===== config.mk =====
export PLATFORM = sky130hd
export DESIGN_NAME = mod_147_3_7_link_monitor
export DESIGN_NICKNAME = d
export VERILOG_FILES = /design/src/rtl/mod_147_3_7_link_monitor.sv
export SDC_FILE = /design/constraint.sdc
export NUM_CORES = 1
export LEC_CHECK = 0
export ABC_AREA = 1
export CORE_MARGIN = 10
export CORE_UTILIZATION = 48
export DETAILED_ROUTE_END_ITERATION = 16
export GPL_TIMING_DRIVEN = 0
export MAX_ROUTING_LAYER = met4
export PLACE_DENSITY = 0.75
export SYNTH_ARGS = -nofsm -noshare
export SYNTH_HDL_FRONTEND = slang
export SYNTH_SLANG_ARGS = --single-unit

===== constraint.sdc =====
create_clock -name i_clk -period 1.78 [get_ports i_clk]
set_clock_uncertainty 0.2 [all_clocks]
set_input_delay 0.356 -clock i_clk [delete_from_list [all_inputs] [get_ports i_clk]]
set_output_delay 0.356 -clock i_clk [all_outputs]
set_load 0.05 [all_outputs]

===== src/rtl/mod_147_3_7_link_monitor.sv =====
// Link monitor: holds link_status at FAIL until descrambler lock persists for LINK_HOLD_CYCLES.
// Optional LINK_MONITOR_STATS_EN adds a saturating 8-bit link drop counter.
module mod_147_3_7_link_monitor #(
  parameter int unsigned LINK_HOLD_CYCLES = 1250000
) (
  input  logic       i_clk,
  input  logic       i_reset_n,
  input  logic       i_pma_reset,
  input  logic       i_link_control,
  input  logic       i_scr_status,
  output logic       o_link_status,
  output logic       o_link_hold_timer_done,
  output logic       o_link_hold_timer_not_done,
  output logic [1:0] o_lm_state
`ifdef LINK_MONITOR_STATS_EN
  ,
  output logic [7:0] o_link_drop_count
`endif
);

  typedef enum logic [1:0] {
    StLinkDown = 2'b00,
    StLinkHold = 2'b01,
    StLinkUp   = 2'b10
  } state_e;

  localparam logic [20:0] LoadVal = 21'(LINK_HOLD_CYCLES - 1);

  state_e      r_state, w_state_d;
  logic [20:0] r_cnt, w_cnt_d;
  logic        r_link, w_link_d;
  logic        r_done, w_done_d;
  logic        r_not_done, w_not_done_d;
  // Low for the first edge after reset release so no state change happens on that edge.
  logic        r_armed;
  logic        w_force_down;

  assign w_force_down = i_pma_reset | ~i_link_control | ~r_armed;

  always_comb begin
    w_state_d = r_state;
    if (w_force_down) begin
      w_state_d = StLinkDown;
    end else begin
      unique case (r_state)
        StLinkDown: if (i_scr_status) w_state_d = StLinkHold;
        StLinkHold: begin
          if (!i_scr_status)     w_state_d = StLinkDown;
          else if (r_cnt == '0)  w_state_d = StLinkUp;
        end
        StLinkUp:   if (!i_scr_status) w_state_d = StLinkDown;
        default:    w_state_d = StLinkDown;
      endcase
    end
  end

  always_comb begin
    w_cnt_d = '0;
    if (w_state_d == StLinkHold) begin
      if (r_state != StLinkHold) w_cnt_d = LoadVal;
      else if (r_cnt != '0)      w_cnt_d = r_cnt - 21'd1;
    end
  end

  // Outputs are registered; the fall of link_status tracks the next state so loss of link
  // shows on the very next edge, while its rise waits one cycle after the done pulse.
  always_comb begin
    w_link_d     = (r_state == StLinkUp) && (w_state_d == StLinkUp);
    w_done_d     = (r_state == StLinkHold) && (r_cnt == '0) && (w_state_d == StLinkUp);
    w_not_done_d = (r_state == StLinkHold) && (r_cnt != '0) && (w_state_d == StLinkHold);
  end

  always_ff @(posedge i_clk or negedge i_reset_n) begin
    if (!i_reset_n) begin
      r_armed    <= 1'b0;
      r_state    <= StLinkDown;
      r_cnt      <= '0;
      r_link     <= 1'b0;
      r_done     <= 1'b0;
      r_not_done <= 1'b0;
    end else begin
      r_armed    <= 1'b1;
      r_state    <= w_state_d;
      r_cnt      <= w_cnt_d;
      r_link     <= w_link_d;
      r_done     <= w_done_d;
      r_not_done <= w_not_done_d;
    end
  end

  assign o_link_status              = r_link;
  assign o_link_hold_timer_done     = r_done;
  assign o_link_hold_timer_not_done = r_not_done;
  assign o_lm_state                 = r_state;

`ifdef LINK_MONITOR_STATS_EN
  logic [7:0] r_drop_cnt;

  always_ff @(posedge i_clk or negedge i_reset_n) begin
    if (!i_reset_n) begin
      r_drop_cnt <= '0;
    end else if (i_pma_reset) begin
      r_drop_cnt <= '0;
    end else if ((r_state == StLinkUp) && (w_state_d == StLinkDown) && (r_drop_cnt != 8'hff)) begin
      r_drop_cnt <= r_drop_cnt + 8'd1;
    end
  end

  assign o_link_drop_count = r_drop_cnt;
`endif

endmodule

## After elaboration in Yosys (flattened, before gate mapping)

Index checks and enable logic that the tools add are counted.

| storage, ports and cells | value |
|---|---|
| flip-flop bits (word level) | 27 |
| bits of input ports | 5 |
| output and inout port bits | 5 |

| cells by class | value |
|---|---|
| add/subtract/negate cells | 1 |
| equal/unequal tests | 5 |
| muxes and demuxes | 9 |
| bitwise logic cells | 4 |
| reduce and logical (&&, ||, !) cells | 8 |

Operators with widths:

| operator | count |
|---|---|
| $mux 21 | 3 |
| $logic_not 21->1 | 1 |
| $reduce_bool 21->1 | 1 |
| $sub 21x1->21 const B | 1 |
| $mux 2 | 5 |
| $pmux 2 s3 | 1 |
| $logic_and 1x1->1 | 5 |
| $eq 2x1->1 const B | 2 |
| $eq 2x2->1 const B | 2 |
| $logic_not 2->1 | 1 |
| $ne 2x1->1 const B | 1 |
| $not 1->1 | 2 |
| $or 1x1->1 | 2 |

## Longest topological paths before layout

Gate-level depths: netlist of run 1.

| logic depth | value |
|---|---|
| depth in word-level cells | 7 |
| gate-level depth with buffers | 11 |
| mapped depth without buffers | 11 |

## Least setup slack after synthesis of run 1

Ideal clock, no wire load.

| timing path | value |
|---|---|
| kind | flip-flop to flip-flop |
| start | register r_state[0], in the netlist o_lm_state[0] |
| end | register r_cnt[19] |
| library setup time | 71 ps |
| arrival time | 1493 ps |
| data required time | 1509 ps |
| setup slack | 16 ps |
| stages on the path, launching flop included | 9 |
| buffers on the path | 0 |
| cells stage by stage | dfrtp_1 > inv_1 > nor2_4 > inv_2 > nor2_1 > nand2_4 > inv_4 > nand2_2 > nor2_1 |

| between the ends | value |
|---|---|
| cells in the longest elaborated chain, start to end | 6 |
| elaborated cells between the ends (all ways) | 13 |
| those cells by class | eq/ne (4); mux (8); reduce/logical (1) |

Ends and longest elaborated chain:

| what | line | RTL |
|---|---|---|
| start, declared | 29 | `state_e r_state, w_state_d;` |
| start signal, assigned | 76 | `r_state <= StLinkDown;` |
| start signal, assigned | 83 | `r_state <= w_state_d;` |
| $mux 2 | 49 | `else if (r_cnt == '0) w_state_d = StLinkUp;` |
| $mux 2 | 48 | `if (!i_scr_status) w_state_d = StLinkDown;` |
| $pmux 2 s3 | 45 | `unique case (r_state)` |
| $mux 2 | 42 | `if (w_force_down) begin` |
| $eq 2x1->1 | 59 | `if (w_state_d == StLinkHold) begin` |
| $mux 21 (*) | 59 |  |
| named net w_cnt_d[19] | 30 | `logic [20:0] r_cnt, w_cnt_d;` |
| end signal, assigned | 84 | `r_cnt <= w_cnt_d;` |
| end, declared | 30 |  |

The timed path passes the listed nets; every way through them passes the cells marked *.

## Worst setup path in the final report of run 1

| timing path | value |
|---|---|
| start | register r_link, in the netlist o_link_status |
| end | output port o_link_status |

RTL lines:

| what | line | RTL |
|---|---|---|
| start, declared | 31 | `logic r_link, w_link_d;` |
| start signal, assigned | 85 | `r_link <= w_link_d;` |
| end, declared | 11 | `output logic o_link_status,` |

No word-level cell between the ends.

==> PnR_summary.wiki, run 1 <==
{| class="wikitable"
! Metric !! Value
|-
| Width of the die || 76.7 um
|-
| Critical path endpoint category || output pin
|-
| Total number of clock tree sinks || 27
|-
| DRT Pass-1 Iters || 4
|-
| First-pass GRT wire length || 5400 um
|-
| Share of cells above drive strength 1 || 27.7%
|-
| Number of buffers added by the clock tree synthesis step || 3
|-
| Core utilization of the finished layout || 60.9%
|-
| Vert. Die Dim || 76.7 um
|-
| Overall Global Routing Usage || 10.8%
|-
| Cell variety after synth || 26
|-
| Maximum number of pins on one net before global-route repair || 28
|-
| Compound-Gate Fraction of Synth Area || 4.95%
|-
| Worst max-slew margin expressed relative to the limit || 18.2%
|-
| Final Instance Count excl. Fillers || 257
|-
| Largest voltage drop on the vdd net || 0.326 mV
|-
| Gate count after technology mapping || 189
|-
| Critical setup path kind || register to output pin
|-
| Wire length per cell after detailed routing || 12.4 um
|-
| IO Count || 10
|-
| Effective utilization at floorplan || 50.5%
|-
| Adder-cell share of the synthesized area || 0.811%
|-
| Area of all placed cells without fillers || 0.00186 mm2
|-
| Layout Nets || 220
|-
| Buffers added on ports || 9
|-
| Final estimated routing congestion in global placement || 0.795
|-
| Share of synthesized cell area in and, or, nand and nor gates || 37.1%
|-
| Outcome || completed
|-
| Antenna-violating nets left || 0
|-
| DRC violation count after routing || 0
|-
| Num rows || 20
|-
| Cell type group with the largest total delay on the critical path || buffers and inverters
|-
| Average instance area after synthesis || 8.16 um2
|-
| Final hold violation count || 0
|-
| Power per cell area || 619 mW/mm2
|-
| Share of the cycle needed by the critical path after routing || 96.4%
|-
| Most area-hungry cell type in the Yosys netlist || dfrtp_1
|-
| Final worst hold slack || 0.0680 ns
|-
| CP peak stage delay || 0.49 ns
|-
| Maximum root-to-sink buffer count || 2
|-
| Number of H-tree levels || 1
|-
| Slew @ Worst Pin || 1.23 ns
|-
| Clock slew at reported path FFs || 0.15 ns
|-
| Number of global-route vias before repair || 1240
|-
| Final routed wirelength across all metal layers || 3180 um
|-
| Flip-flop and latch count after synthesis || 27
|-
| Total inserted antenna cells || 0
|-
| Mux contribution to synthesized area || 0%
|-
| TritonCTS clock tree || done
|-
| Startpoint kind of the worst setup timing path || register
|-
| Number of enable flip-flop cells after synthesis || 0
|-
| Overall overflow remaining after global route || 0
|-
| Type of the worst min-delay path || input pin to asynchronous set/reset pin
|-
| Largest family of logic cells by synthesized area || simple AND/OR/NAND/NOR gates
|-
| Slew Limit Fails || 0
|-
| CORE AREA || 0.00305 mm2
|-
| Most instantiated library cell after synthesis || nor2_1
|-
| Number of vias after detailed routing || 1264
|-
| Top cell type's share of synthesized area || 43.8%
|-
| Max cap viols || 0
|-
| WP data arrival || 1.16 ns
|-
| Pleak || 0.988 nW
|-
| Cell area after synthesis || 0.00154 mm2
|-
| Final setup TNS || 0 ns
|-
| Number of filler cells placed in the layout || 269
|-
| Clock network latency to the later pin of the worst-skew pair || 0.32 ns
|-
| Area of the die || 0.00588 mm2
|-
| Xor/xnor share of the synthesized area || 5.68%
|-
| Synth cell count leaders || nor2_1, dfrtp_1, nand2_1, inv_1, nand3_1
|-
| Post-Syn Nets || 195
|-
| Vias/cell || 4.92
|-
| Ranking of synthesized cells by area || dfrtp_1, nor2_1, nand2_1
|-
| Final worst path period need || 1.72 ns
|-
| WP data required || 1.22 ns
|-
| Cell-by-cell trace of the critical path || clkdlybuf4s15_1
|-
| Yosys warning total || 0
|-
| Number of antenna violations at the first check in global routing || 0
|-
| Final HPWL from detailed placement || 2170 um
|-
| Share of synthesized registers carrying an async set or reset || 100%
|-
| CTS hold repair buffers || 0
|-
| Setup-violating endpoint count in the final report || 0
|-
| Achievable Freq || 583 MHz
|-
| DRC violation total after the first TritonRoute iteration || 55
|-
| Register area share after synthesis || 43.8%
|-
| Cell Area, Placed || 0.00169 mm2
|-
| Clock Tree Root || clkbuf_4
|-
| Top flip-flop cell by instance count after synthesis || dfrtp_1
|-
| Area Overhead vs Synth || 20.4%
|-
| Cell with the biggest individual delay on the critical path || clkdlybuf4s15_1
|-
| Post-Place Cells || 242
|-
| Biggest fanout along the worst timing path || 1
|-
| Buffer and inverter count on the worst path || 1
|}
## cell type report
cell class	instances	area [um2]	share of cell area, %
timing repair buffer	19	164	8.82
multi-input combinational	135	821	44.2
buffer	1	11.3	0.606
sequential	27	677	36.4
inverter	27	104	5.59
clock buffer	4	26.3	1.41
tap	44	55.1	2.96
## power by group
part	leakage (nW)	internal (mW)	switching, mW
clock	0.0150	0.0878	0.178
combinational	0.602	0.0973	0.155
sequential	0.370	0.622	0.00886
## path summary, 6_finish.rpt
check	end	startpoint	cells after the start	slack [ns]
hold / removal	r_cnt[9]	i_reset_n	1	0.07
setup reg to reg	r_cnt[6]	r_cnt[0]	8	0.07
setup / recovery	o_link_status	o_link_status	1	0.06
max in group asynchronous	r_cnt[13]	i_reset_n	1	0.50
hold reg to reg	r_cnt[15]	r_cnt[15]	2	0.38
min in group i_clk	r_cnt[15]	r_cnt[15]	2	0.38
## flip-flops by register name, indices dropped and copies added (netlist names)
register,cells
o_link_hold_timer_not_done,1
o_lm_state,2
r_cnt,21
o_link_hold_timer_done,1
o_link_status,1
r_armed,1
## repair_timing
item / in CTS / in global routing
gates resized for setup: 14 / 15
endpoints found under the setup margin: 29 / 24
pin swaps: 1 / 6
buffers inserted: 2 / 8
cloned: 0 / 1
## placed cells by master (no fill, tap or decap), drive strengths merged
cell and instances:
nor2b 1, clkdlybuf4s50 3, ha 1, nand4 6
nor3 2, nor2 52, nand3 14, nor4 1
conb 1, nand3b 1, inv 27, xnor2 1
clkbuf 4, clkdlybuf4s15 4, a21oi 12, dlymetal6s2s 1
o21ai 1, dfrtp 27, nand2 33, xor2 9
buf 12
## through the flow
| stage | worst slack, ns | power (mW) |
|---|---|---|
| 2_1_floorplan | 0.0160 | 0.809 |
| 3_3_place_gp | -0.251 | 0.857 |
| 3_5_place_dp | -0.244 | 0.861 |
| 4_1_cts | 0.0179 | 1.13 |
| 5_1_grt | -0.00258 | 1.21 |
| 6_report | 0.0642 | 1.15 |
## per-layer routing
metal | vias up | share of wire [%] | global-route usage [%]
li1 | 642 | - | -
met1 | 589 | 46 | 13.6
met2 | 28 | 48 | 17.7
met3 | 5 | 5.5 | 1.75
met4 | 0 | 0.82 | 2.42
met5 | - | 0 | -
## logic make-up after synthesis
kind of cell / count (synthesis)
AOI/OAI and AO/OA: 13
DFF: 27
buffers and inverters: 28
and+or+nand+nor: 109
xor gates and xnor gates: 10
adders and majority gates: 1
other: 1
Note: power is estimated with default switching activity, not from simulation.
==> inputs of run 2 (changes only) <==
--- a/config.mk
+++ b/config.mk
@@ -10,7 +10,7 @@
 export CORE_UTILIZATION = 48
 export DETAILED_ROUTE_END_ITERATION = 16
 export GPL_TIMING_DRIVEN = 0
-export MAX_ROUTING_LAYER = met4
+export HOLD_SLACK_MARGIN = 0.05
 export PLACE_DENSITY = 0.75
 export SYNTH_ARGS = -nofsm -noshare
 export SYNTH_HDL_FRONTEND = slang
==> run 2 against run 1 <==
Effect of this change: routed wire length rose by 0.53%; sequential power barely moved; worst hold slack barely moved; sequential share of layout area did not move; cell count did not move; clock power barely moved; maximum frequency barely moved; core utilization did not move; global-route usage fell by 0.29 points; register-to-register slack barely moved; sequential cell count did not move; cell area did not move; critical endpoint unchanged; largest cell class unchanged; largest power group unchanged; highest routed layer unchanged.
==> PnR_summary.wiki, run 2 (synthesized netlist as in run 1, its figures left out) <==
{| class="wikitable"
! Metric !! Value
|-
| Width of the die || 76.7 um (unchanged)
|-
| Effective utilization at floorplan || 50.5% (unchanged)
|-
| WP data required || 1.22 ns (about the same)
|-
| CP peak stage delay || 0.49 ns (about the same)
|-
| Overall Global Routing Usage || 10.5% (-0.29 points)
|-
| Maximum number of pins on one net before global-route repair || 28 (unchanged)
|-
| Number of vias after detailed routing || 1274 (+0.79%)
|-
| Cell with the biggest individual delay on the critical path || clkdlybuf4s15_1
|-
| Share of cells above drive strength 1 || 27.7% (unchanged)
|-
| Area Overhead vs Synth || 20.4% (unchanged)
|-
| Buffer and inverter count on the worst path || 1 (unchanged)
|-
| Worst max-slew margin expressed relative to the limit || 18.1% (about the same)
|-
| Vert. Die Dim || 76.7 um (unchanged)
|-
| DRC violation total after the first TritonRoute iteration || 57 (+3.6%)
|-
| Wire length per cell after detailed routing || 12.5 um (+0.53%)
|-
| CTS hold repair buffers || 0 (unchanged)
|-
| Total number of clock tree sinks || 27 (unchanged)
|-
| IO Count || 10 (unchanged)
|-
| Most flop-heavy register || r_cnt
|-
| Area of all placed cells without fillers || 0.00186 mm2 (unchanged)
|-
| Final worst path period need || 1.72 ns (-0.000187 ns)
|-
| Type of the worst min-delay path || input pin to asynchronous set/reset pin
|-
| Antenna-violating nets left || 0 (unchanged)
|-
| Critical setup path kind || register to output pin
|-
| Area of the die || 0.00588 mm2 (unchanged)
|-
| Achievable Freq || 583 MHz (about the same)
|-
| Total power draw || 1.15 mW (about the same)
|-
| Share of the cycle needed by the critical path after routing || 96.4% (about the same)
|-
| Number of antenna violations at the first check in global routing || 0 (unchanged)
|-
| Final estimated routing congestion in global placement || 0.784 (-1.4%)
|-
| Largest voltage drop on the vdd net || 0.326 mV (-0.19%)
|-
| Clock Tree Root || clkbuf_4
|-
| DRC violation count after routing || 0 (unchanged)
|-
| Max cap viols || 0 (unchanged)
|-
| Commonest cells after routing, fill and taps aside || nor2_1, dfrtp_1, nand2_1
|-
| Cell type group with the largest total delay on the critical path || buffers and inverters
|-
| Total inserted antenna cells || 0 (unchanged)
|-
| Most common cell after layout, fill and taps aside || nor2_1
|-
| DRT Pass-1 Iters || 4 (unchanged)
|-
| Worst flop-to-flop path startpoint || r_cnt[0]
|-
| First-pass GRT wire length || 5400 um (unchanged)
|-
| Number of buffers added by the clock tree synthesis step || 3 (unchanged)
|-
| Final HPWL from detailed placement || 2170 um (unchanged)
|-
| Crit path from || o_link_status
|-
| Number of H-tree levels || 1 (unchanged)
|-
| Flip-flop count of the largest register after layout || 21 (unchanged)
|-
| CORE AREA || 0.00305 mm2 (unchanged)
|-
| Power per cell area || 619 mW/mm2 (about the same)
|-
| Final hold violation count || 0 (unchanged)
|-
| Slew @ Worst Pin || 1.23 ns (+0.000248 ns)
|-
| Setup-violating endpoint count in the final report || 0 (unchanged)
|-
| Num rows || 20 (unchanged)
|-
| Cell-by-cell trace of the critical path || clkdlybuf4s15_1
|-
| Cell Area, Placed || 0.00169 mm2 (unchanged)
|-
| Outcome || completed
|-
| Final routed wirelength across all metal layers || 3200 um (+0.53%)
|-
| WP data arrival || 1.16 ns (about the same)
|-
| Clock network latency to the later pin of the worst-skew pair || 0.33 ns (about the same)
|-
| Maximum root-to-sink buffer count || 2 (unchanged)
|-
| Layout Nets || 220 (unchanged)
|-
| Buffers added on ports || 9 (unchanged)
|-
| Biggest fanout along the worst timing path || 1 (unchanged)
|-
| Pleak || 0.988 nW (unchanged)
|-
| TritonCTS clock tree || done
|-
| Slew Limit Fails || 0 (unchanged)
|-
| Overall overflow remaining after global route || 0 (unchanged)
|-
| Number of global-route vias before repair || 1240 (unchanged)
|-
| Clock slew at reported path FFs || 0.15 ns (about the same)
|-
| Startpoint kind of the worst setup timing path || register
|-
| Critical path endpoint category || output pin
|-
| Vias/cell || 4.96 (+0.79%)
|}
-- run 2: cell counts in the layout (fill, tap and decap cells not counted) --
No cell type changed its count.
-- run 2: cell type report --
type	instances	area, um2
fill	269	1190
multi-input combinational	135	821
sequential	27	677
timing repair buffer	19	164
inverter	27	104
tap	44	55.1
clock buffer	4	26.3
buffer	1	11.3
-- run 2: worst paths after layout --
kind | slack (ns) | end | cells past startpoint
setup / recovery | 0.06 | o_link_status | 1
hold / removal | 0.07 | r_cnt[9] | 1
setup reg to reg | 0.07 | r_cnt[12] | 8
hold reg to reg | 0.38 | r_cnt[15] | 2
max in group asynchronous | 0.50 | r_cnt[13] | 1
min in group i_clk | 0.38 | r_cnt[15] | 2
-- run 2: report_power, final --
part	internal (mW)	total, mW	switching [mW]	leakage, nW
registers	0.622	0.631	0.00888	0.370
logic	0.0973	0.253	0.156	0.602
clock network	0.0878	0.265	0.177	0.0150
-- run 2: repair_timing --
action                                  CTS  global route
endpoints found under the setup margin   29            24
cloned                                    0             1
setup buffers                             2             8
gates resized for setup                  14            15
pin swaps                                 1             6
-- run 2: through the flow --
stage / util, % / setup slack (ns) / hold slack, ns / instances / setup TNS (ns)
3_3_place_gp: 55.3 / -0.251 / 0.342 / 242 / -9.06
3_5_place_dp: 55.3 / -0.244 / 0.349 / 242 / -9.34
4_1_cts: 57.5 / 0.0179 / 0.369 / 248 / 0
5_1_grt: 60.9 / -0.00258 / 0.129 / 257 / -0.00258
2_1_floorplan: - / 0.0160 / -0.140 / 189 / 0
6_report: 60.9 / 0.0644 / 0.0680 / 257 / 0
-- run 2: layer usage --
| layer | global-route usage (%) | up-vias | wire length (um) |
|---|---|---|---|
| met5 | 0 | - | 0 |
| li1 | - | 642 | - |
| met1 | 13.5 | 602 | 1470 |
| met3 | 1.98 | 5 | 167 |
| met2 | 17.7 | 25 | 1540 |
| met4 | 2.42 | 0 | 26 |
